**src/rtl/fft_pkg.sv**
```systemverilog
// Shared types and constants for the FFT post-processing blocks.
package fft_pkg;

  localparam int N_LOG2 = 9;
  localparam int WIDTH  = 32;
  localparam int HALF   = WIDTH / 2;

  typedef struct packed {
    logic signed [HALF-1:0] re;
    logic signed [HALF-1:0] im;
  } bin_word_t;

  typedef logic [WIDTH-1:0]  mag_t;
  typedef logic [N_LOG2-1:0] bin_idx_t;

  typedef enum logic [1:0] {
    ST_IDLE,
    ST_ACCUM,
    ST_DRAIN,
    ST_REPORT
  } pf_state_t;

endpackage

```
**src/rtl/fft_mag_sq.sv**
```systemverilog
// Two-stage magnitude-squared pipeline (re^2 + im^2) with index/window sideband.
module fft_mag_sq
  import fft_pkg::*;
(
  input  logic      clk,
  input  logic      reset,
  input  logic      flush_i,
  input  logic      valid_i,
  input  bin_word_t data_i,
  input  bin_idx_t  idx_i,
  input  logic      win_i,
  output logic      valid_o,
  output mag_t      mag_o,
  output bin_idx_t  idx_o,
  output logic      win_o
);

  logic signed [WIDTH-1:0] re_ext;
  logic signed [WIDTH-1:0] im_ext;

  logic             s1_valid_q;
  logic             s1_win_q;
  bin_idx_t         s1_idx_q;
  logic [WIDTH-2:0] re_sq_q;
  logic [WIDTH-2:0] im_sq_q;

  logic     s2_valid_q;
  logic     s2_win_q;
  bin_idx_t s2_idx_q;
  mag_t     s2_mag_q;

  assign re_ext = WIDTH'(data_i.re);
  assign im_ext = WIDTH'(data_i.im);

  // Each square is at most 2^30, so it fits in WIDTH-1 unsigned bits.
  always_ff @(posedge clk or negedge reset) begin
    // NOTE: datapath registers are reset as well so outputs are never X after reset.
    if (!reset) begin
      s1_valid_q <= 1'b0;
      s1_win_q   <= 1'b0;
      s1_idx_q   <= '0;
      re_sq_q    <= '0;
      im_sq_q    <= '0;
      s2_valid_q <= 1'b0;
      s2_win_q   <= 1'b0;
      s2_idx_q   <= '0;
      s2_mag_q   <= '0;
    end else begin
      // NOTE: non-blocking assignments make every stage sample the previous stage's old value.
      s1_valid_q <= valid_i;
      s1_win_q   <= win_i;
      s1_idx_q   <= idx_i;
      re_sq_q    <= (WIDTH-1)'(re_ext * re_ext);
      im_sq_q    <= (WIDTH-1)'(im_ext * im_ext);
      s2_valid_q <= s1_valid_q & ~flush_i;
      s2_win_q   <= s1_win_q;
      s2_idx_q   <= s1_idx_q;
      s2_mag_q   <= {1'b0, re_sq_q} + {1'b0, im_sq_q};
    end
  end

  assign valid_o = s2_valid_q;
  assign mag_o   = s2_mag_q;
  assign idx_o   = s2_idx_q;
  assign win_o   = s2_win_q;

endmodule

```
**src/rtl/fft_peak_finder.sv**
```systemverilog
// Per-frame peak search over FFT bins: reports the strongest in-window bin
// and its two neighbour magnitudes for parabolic interpolation.
module fft_peak_finder
  import fft_pkg::*;
#(
  parameter int   MIN_BIN = 1,
  parameter int   MAX_BIN = 255,
  parameter mag_t THRESH  = 32'h0000_1000
) (
  input  logic              clk,
  input  logic              reset,
  input  logic              frame_start,
  input  logic              bin_valid,
  input  logic [WIDTH-1:0]  bin_data,
  output logic              peak_valid,
  output logic              peak_found,
  output logic [N_LOG2-1:0] peak_bin,
  output logic [WIDTH-1:0]  peak_mag,
  output logic [WIDTH-1:0]  prev_mag,
  output logic [WIDTH-1:0]  next_mag,
  output logic              busy
);

  localparam bin_idx_t MIN_IDX = bin_idx_t'(MIN_BIN);
  localparam bin_idx_t MAX_IDX = bin_idx_t'(MAX_BIN);

  pf_state_t state_q, state_d;
  bin_idx_t  cnt_q, cnt_d;
  logic      drain_q, drain_d;

  mag_t     max_q, max_d;
  bin_idx_t max_bin_q, max_bin_d;
  mag_t     prev_cand_q, prev_cand_d;
  mag_t     next_cand_q, next_cand_d;
  mag_t     last_mag_q, last_mag_d;
  logic     pending_q, pending_d;

  logic     peak_valid_q, peak_valid_d;
  logic     peak_found_q, peak_found_d;
  bin_idx_t peak_bin_q, peak_bin_d;
  mag_t     peak_mag_q, peak_mag_d;
  mag_t     prev_mag_q, prev_mag_d;
  mag_t     next_mag_q, next_mag_d;

  logic     start;
  logic     accept;
  logic     clear;
  bin_idx_t idx;
  logic     in_win;

  logic     s2_valid;
  logic     s2_win;
  bin_idx_t s2_idx;
  mag_t     s2_mag;

  assign start  = frame_start & bin_valid;
  assign in_win = (idx >= MIN_IDX) && (idx <= MAX_IDX);

  // Restart flushes bins of the abandoned frame still inside the pipeline.
  fft_mag_sq u_mag_sq (
    .clk     (clk),
    .reset   (reset),
    .flush_i (clear),
    .valid_i (accept),
    .data_i  (bin_word_t'(bin_data)),
    .idx_i   (idx),
    .win_i   (in_win),
    .valid_o (s2_valid),
    .mag_o   (s2_mag),
    .idx_o   (s2_idx),
    .win_o   (s2_win)
  );

  always_comb begin
    // NOTE: every variable gets its default first, so no path through this block infers a latch.
    state_d      = state_q;
    cnt_d        = cnt_q;
    drain_d      = drain_q;
    max_d        = max_q;
    max_bin_d    = max_bin_q;
    prev_cand_d  = prev_cand_q;
    next_cand_d  = next_cand_q;
    last_mag_d   = last_mag_q;
    pending_d    = pending_q;
    peak_valid_d = 1'b0;
    peak_found_d = peak_found_q;
    peak_bin_d   = peak_bin_q;
    peak_mag_d   = peak_mag_q;
    prev_mag_d   = prev_mag_q;
    next_mag_d   = next_mag_q;
    accept       = 1'b0;
    clear        = 1'b0;
    idx          = cnt_q;

    case (state_q)
      ST_IDLE: begin
        if (start) begin
          accept  = 1'b1;
          clear   = 1'b1;
          idx     = '0;
          state_d = ST_ACCUM;
        end
      end
      ST_ACCUM: begin
        if (start) begin
          accept = 1'b1;
          clear  = 1'b1;
          idx    = '0;
        end else if (bin_valid) begin
          accept = 1'b1;
          if (cnt_q == '1) begin
            state_d = ST_DRAIN;
            drain_d = 1'b0;
          end
        end
      end
      ST_DRAIN: begin
        drain_d = 1'b1;
        if (drain_q) state_d = ST_REPORT;
      end
      ST_REPORT: begin
        peak_valid_d = 1'b1;
        peak_found_d = (max_q >= THRESH);
        peak_bin_d   = max_bin_q;
        peak_mag_d   = max_q;
        prev_mag_d   = prev_cand_q;
        next_mag_d   = next_cand_q;
        state_d      = ST_IDLE;
      end
      default: state_d = ST_IDLE;
    endcase

    if (accept) cnt_d = idx + 1'b1;

    // A new maximum leaves next_cand at 0, which is the answer if the window ends first.
    if (clear) begin
      max_d       = '0;
      max_bin_d   = MIN_IDX;
      prev_cand_d = '0;
      next_cand_d = '0;
      last_mag_d  = '0;
      pending_d   = 1'b0;
    end else if (s2_valid && s2_win) begin
      if (s2_mag > max_q) begin
        max_d       = s2_mag;
        max_bin_d   = s2_idx;
        prev_cand_d = (s2_idx == MIN_IDX) ? '0 : last_mag_q;
        next_cand_d = '0;
        pending_d   = 1'b1;
      end else if (pending_q) begin
        next_cand_d = s2_mag;
        pending_d   = 1'b0;
      end
      last_mag_d = s2_mag;
    end
  end

  always_ff @(posedge clk or negedge reset) begin
    if (!reset) begin
      state_q      <= ST_IDLE;
      cnt_q        <= '0;
      drain_q      <= 1'b0;
      max_q        <= '0;
      max_bin_q    <= '0;
      prev_cand_q  <= '0;
      next_cand_q  <= '0;
      last_mag_q   <= '0;
      pending_q    <= 1'b0;
      peak_valid_q <= 1'b0;
      peak_found_q <= 1'b0;
      peak_bin_q   <= '0;
      peak_mag_q   <= '0;
      prev_mag_q   <= '0;
      next_mag_q   <= '0;
    end else begin
      state_q      <= state_d;
      cnt_q        <= cnt_d;
      drain_q      <= drain_d;
      max_q        <= max_d;
      max_bin_q    <= max_bin_d;
      prev_cand_q  <= prev_cand_d;
      next_cand_q  <= next_cand_d;
      last_mag_q   <= last_mag_d;
      pending_q    <= pending_d;
      peak_valid_q <= peak_valid_d;
      peak_found_q <= peak_found_d;
      peak_bin_q   <= peak_bin_d;
      peak_mag_q   <= peak_mag_d;
      prev_mag_q   <= prev_mag_d;
      next_mag_q   <= next_mag_d;
    end
  end

  assign peak_valid = peak_valid_q;
  assign peak_found = peak_found_q;
  assign peak_bin   = peak_bin_q;
  assign peak_mag   = peak_mag_q;
  assign prev_mag   = prev_mag_q;
  assign next_mag   = next_mag_q;
  assign busy       = (state_q != ST_IDLE);

endmodule

```
**config.mk**
```make
export PLATFORM = sky130hd
export DESIGN_NAME = fft_peak_finder
export DESIGN_NICKNAME = d
export VERILOG_FILES = /design/src/rtl/fft_pkg.sv /design/src/rtl/fft_mag_sq.sv /design/src/rtl/fft_peak_finder.sv
export SDC_FILE = /design/constraint.sdc
export NUM_CORES = 2
export LEC_CHECK = 0
export ABC_AREA = 1
export CAP_MARGIN = 40
export CORE_ASPECT_RATIO = 0.9
export CORE_MARGIN = 5
export CORE_UTILIZATION = 54
export CTS_CLUSTER_DIAMETER = 30
export DETAILED_ROUTE_END_ITERATION = 8
export DONT_BUFFER_PORTS = 1
export PLACE_DENSITY = 0.69
export REMOVE_ABC_BUFFERS = 1
export SLEW_MARGIN = 20
export SYNTH_ARGS = -nofsm -noshare
export SYNTH_HDL_FRONTEND = slang
export SYNTH_HIERARCHICAL = 1
export SYNTH_SLANG_ARGS = --single-unit
```
**constraint.sdc**
```tcl
create_clock -name clk -period 2.59 [get_ports clk]
set_input_delay 0.3885 -clock clk [delete_from_list [all_inputs] [get_ports clk]]
set_output_delay 0.3885 -clock clk [all_outputs]
set_load 0.1 [all_outputs]
```
==> out/qor.csv <==
metric,value,unit
outcome,"finished, violations left",
violations in the final reports,"negative hold slack, negative setup slack",
share of the clock period used by the worst path,178,%
Die Height,253,um
count of unresolved DRC violations after routing,0,
count of antenna diodes in the layout,0,
required time at the endpoint of the critical path,3.05,ns
Reg2Reg Launch Point,state_q[1]$_DFFE_PN0P_,
initial antenna violation count,0,
syn avg cell area,8.34,um^2
floorplan die area,71000,um^2
total CTS buffers,70,
clock tree sinks,371,
final worst setup slack,-2.03,ns
Synth top area share,26.1,%
Placement Cell Area,40700,um^2
multiplexer area fraction after synthesis,0.0317,%
gp weighted congestion,0.903,
row count,89,
Clock Latency Late Sink,0.60,ns
total vias in the final route,29926,
Setup Crit Path Kind,in2reg,
register-to-register setup slack,0.09,ns
Final Hold Fails,371,
Max clock buf depth,3,
Via density,5.27,
top-level port count,144,
routed len/inst,17.9,um
signed area change from the synthesized netlist to the final layout,33.7,%
data arrival time of the worst path,5.08,ns
GRT overflow,0,
final number of max-transition violations,0,
"critical path, cell by cell",nand2_8 -> inv_4 -> buf_6 -> fa_1 -> inv_2 -> fa_1 -> fa_2 -> inv_2 -> fa_1 -> fa_1 -> inv_1 -> fa_1 -> inv_2 -> ha_4 -> nand2_4 -> inv_4 -> nand2_4 -> nor2_4 -> nand4_1 -> nand3b_1 -> xor2_1,
vias in the first global route,31342,
tightest hold margin,-0.525,ns
Finished Core Util,72.7,%
top post-synthesis cells by area,"sky130_fd_sc_hd__dfrtp_1, sky130_fd_sc_hd__fa_1, sky130_fd_sc_hd__nand2_1",
"most used cell, CP",sky130_fd_sc_hd__fa_1,
maximum number of pins on one net before global-route repair,372,
flip-flop and latch count after synthesis,371,
routed wire length,101000,um
placed wire-length estimate,68000,um
area of the multi-input gates,24600,um^2
number of I/O port buffers,0,
element type at the critical path end,register,
number of distinct standard cells referenced by the synthesized netlist,53,
net count of the finished layout,5489,
maximum net fanout on the critical path,22,
share of flip-flops with an asynchronous set or reset,100,%
first-pass iteration count of the detailed router,6,
starting density of the core,54.4,%
element type at the critical path start,primary input,
post-route clock skew,0.0408,ns
Syn Std Cell Area,35500,um^2
Max Fclk,217,MHz
transition time of the tightest slew-check pin,0.918,ns
number of warnings printed during yosys synthesis,6,
flip-flop cell with the highest count after synthesis,sky130_fd_sc_hd__dfrtp_1,
"final std cell area, no fill",47500,um^2
clock tree from TritonCTS,done,
share of the synthesized area in compound gates (AO/OA/AOI/OAI),5.78,%
wire length of the first global-routing pass,158000,um
final antenna-violating net count,0,
Critical R2R Capture,next_cand_q[8]$_DFFE_PN0P_,
minimum clock period,4.62,ns
number of cells on the worst reg-to-reg path,9,
sum of negative setup slack,-79.42,ns
Sequential cell area,9280,um^2
Die W,280,um
setup repair after global routing missed its margin,true,
Fillers,4419,
CTS clock-pin slew for the worst setup and hold paths,0.06,ns
# setup viols final,50,
number of design-rule violations left by the first detailed-router iteration,2231,
H-tree depth reported by CTS,3,
total track usage,27.3,%
cell count after synthesis,4259,
share of final-layout standard cells stronger than drive strength 1,26.6,%
Synth Area in Adders,34.2,%
area of the core region,65400,um^2
Max transition margin,38.8,%
Simple-Gate Fraction of Synth Area,19.7,%
max-capacitance violation count,0,
count of flip-flops with a built-in enable after synthesis,0,
Critical Path Slowest Stage Cell,sky130_fd_sc_hd__fa_1,
kind of path behind the tightest hold check,in2async,
main combinational cell family by area after synthesis,adder cells,
cell type contributing the most total cell area after synthesis,sky130_fd_sc_hd__dfrtp_1,
CP peak stage delay,0.54,ns
XOR/XNOR Fraction of Synth Area,1.82,%
post-synthesis sequential area ratio,26.1,%
CTS hold repair buffers,2,
CTS root buffer,sky130_fd_sc_hd__clkbuf_16,
worst max-delay path, delay by kind of cell:
kind / cells / cell delay [ns]
adders and majority gates: 7 / 3.38
and+or+nand+nor: 6 / 0.68
buffers and inverters: 7 / 0.41
xor gates and xnor gates: 1 / 0.22
cells by family (layout without fill, tap and decap cells):
group,Yosys count,count (layout)
AND/OR/NAND/NOR,1635,1636
buffers and inverters,1141,1691
adder cells (fa/ha/maj),697,697
flip-flops,371,371
AO/OA/AOI/OAI,340,340
XOR/XNOR,74,74
multiplexers,1,1
per-stage QoR:
step	hold WS [ns]	worst slack, ns	cells
after detailed placement	0.104	-2.85	5439
after floorplan	0.0929	-3.50	4116
after CTS	-0.536	-1.90	5586
after global placement	0.103	-2.78	5316
final	-0.525	-2.03	5674
after global routing	-0.543	-2.10	5674
metal layers:
layer,part of all wire (%),track usage (%),vias to the layer above,wire [um]
li1,-,-,13754,-
met1,39,35.1,14841,39900
met2,52,48.5,1061,52400
met3,5.4,3.51,270,5430
met4,3.6,8.91,0,3610
met5,0,0,-,0
worst max path at each step:
stage | to | slack (ns) | from | depth (start not counted)
finish | u_mag_sq/im_sq_q[22]$_DFF_PN0_ | -2.03 | bin_data[15] | 21
global route | u_mag_sq/im_sq_q[22]$_DFF_PN0_ | -2.10 | bin_data[15] | 21
CTS | u_mag_sq/im_sq_q[30]$_DFF_PN0_ | -1.90 | bin_data[3] | 21
detailed placement | u_mag_sq/re_sq_q[30]$_DFF_PN0_ | -2.85 | bin_data[31] | 23
global placement | u_mag_sq/re_sq_q[30]$_DFF_PN0_ | -2.78 | bin_data[31] | 23
floorplan | cnt_q[8]$_DFFE_PN0P_ | -3.50 | state_q[0]$_DFFE_PN0P_ | 12
cells in the mapped netlist (2+ instances only):
cell                          n
sky130_fd_sc_hd__nand3_1    158
sky130_fd_sc_hd__xor2_1      63
sky130_fd_sc_hd__nand3b_1     3
sky130_fd_sc_hd__clkinv_1     3
sky130_fd_sc_hd__inv_2        5
sky130_fd_sc_hd__a31o_2      35
sky130_fd_sc_hd__nand2b_1     2
sky130_fd_sc_hd__a21o_1       5
sky130_fd_sc_hd__nand2_2     12
sky130_fd_sc_hd__a31oi_1      2
sky130_fd_sc_hd__nor2_1     173
sky130_fd_sc_hd__clkbuf_1   101
sky130_fd_sc_hd__a21oi_1    100
sky130_fd_sc_hd__fa_1       459
sky130_fd_sc_hd__o21ai_1      7
sky130_fd_sc_hd__nand3_4      2
sky130_fd_sc_hd__nand3_2     45
sky130_fd_sc_hd__and2_1       3
sky130_fd_sc_hd__nor2_4       4
sky130_fd_sc_hd__o21ai_0    130
sky130_fd_sc_hd__inv_1      990
sky130_fd_sc_hd__or2_2        4
sky130_fd_sc_hd__nor3_1      24
sky130_fd_sc_hd__o21bai_1    18
sky130_fd_sc_hd__nor2_2      16
sky130_fd_sc_hd__dfrtp_1    371
sky130_fd_sc_hd__buf_6        4
sky130_fd_sc_hd__a21oi_2      5
sky130_fd_sc_hd__o21a_1       3
sky130_fd_sc_hd__nor3_2       3
sky130_fd_sc_hd__xnor2_1     11
sky130_fd_sc_hd__nand4_1     43
sky130_fd_sc_hd__nand2_1   1133
sky130_fd_sc_hd__o21ai_2     31
sky130_fd_sc_hd__buf_1       12
sky130_fd_sc_hd__ha_1       238
sky130_fd_sc_hd__buf_4        4
sky130_fd_sc_hd__clkbuf_2     2
sky130_fd_sc_hd__nor4_1       3
sky130_fd_sc_hd__buf_2       19
registers in the layout, summed over array words and instances, names as in the netlist, 30 cells and up:
signal and cells:
next_cand_q 32, u_mag_sq/re_sq_q 30, u_mag_sq/im_sq_q 30, max_q 32, u_mag_sq/mag_o 32, next_mag 32
prev_cand_q 32, prev_mag 32, peak_mag 32, last_mag_q 32
placed cells by master (no fill, tap or decap), drive strengths merged, types with 20 or more instances in the layout:
master     n
clkinv    20
o21ai    168
nor3      27
a31o      35
nand2   1146
fa       459
a21oi    105
buf      516
inv     1007
dfrtp    371
xor2      63
nor2     194
ha       238
clkbuf   130
nand3    205
nand4     45
timing repair:
action                                 in CTS  in global routing
endpoints found under the hold margin     375                371
cloned                                      1                  1
gates resized for setup                   594                189
setup buffers                              22                 23
setup endpoints to repair                  54                 67
pin swaps                                 341                218
area by class of cell:
cell class                 count  share of cell area [%]
multi-input combinational   2748                    51.9
clock buffer                  81                    3.93
sequential                   371                    19.5
tap                          864                    2.28
timing repair buffer         567                    13.2
clock inverter                45                    1.19
inverter                     998                    8.03
Power is not shown: default switching activity piles up to over one toggle a cycle in this logic, so the estimate is an artifact.
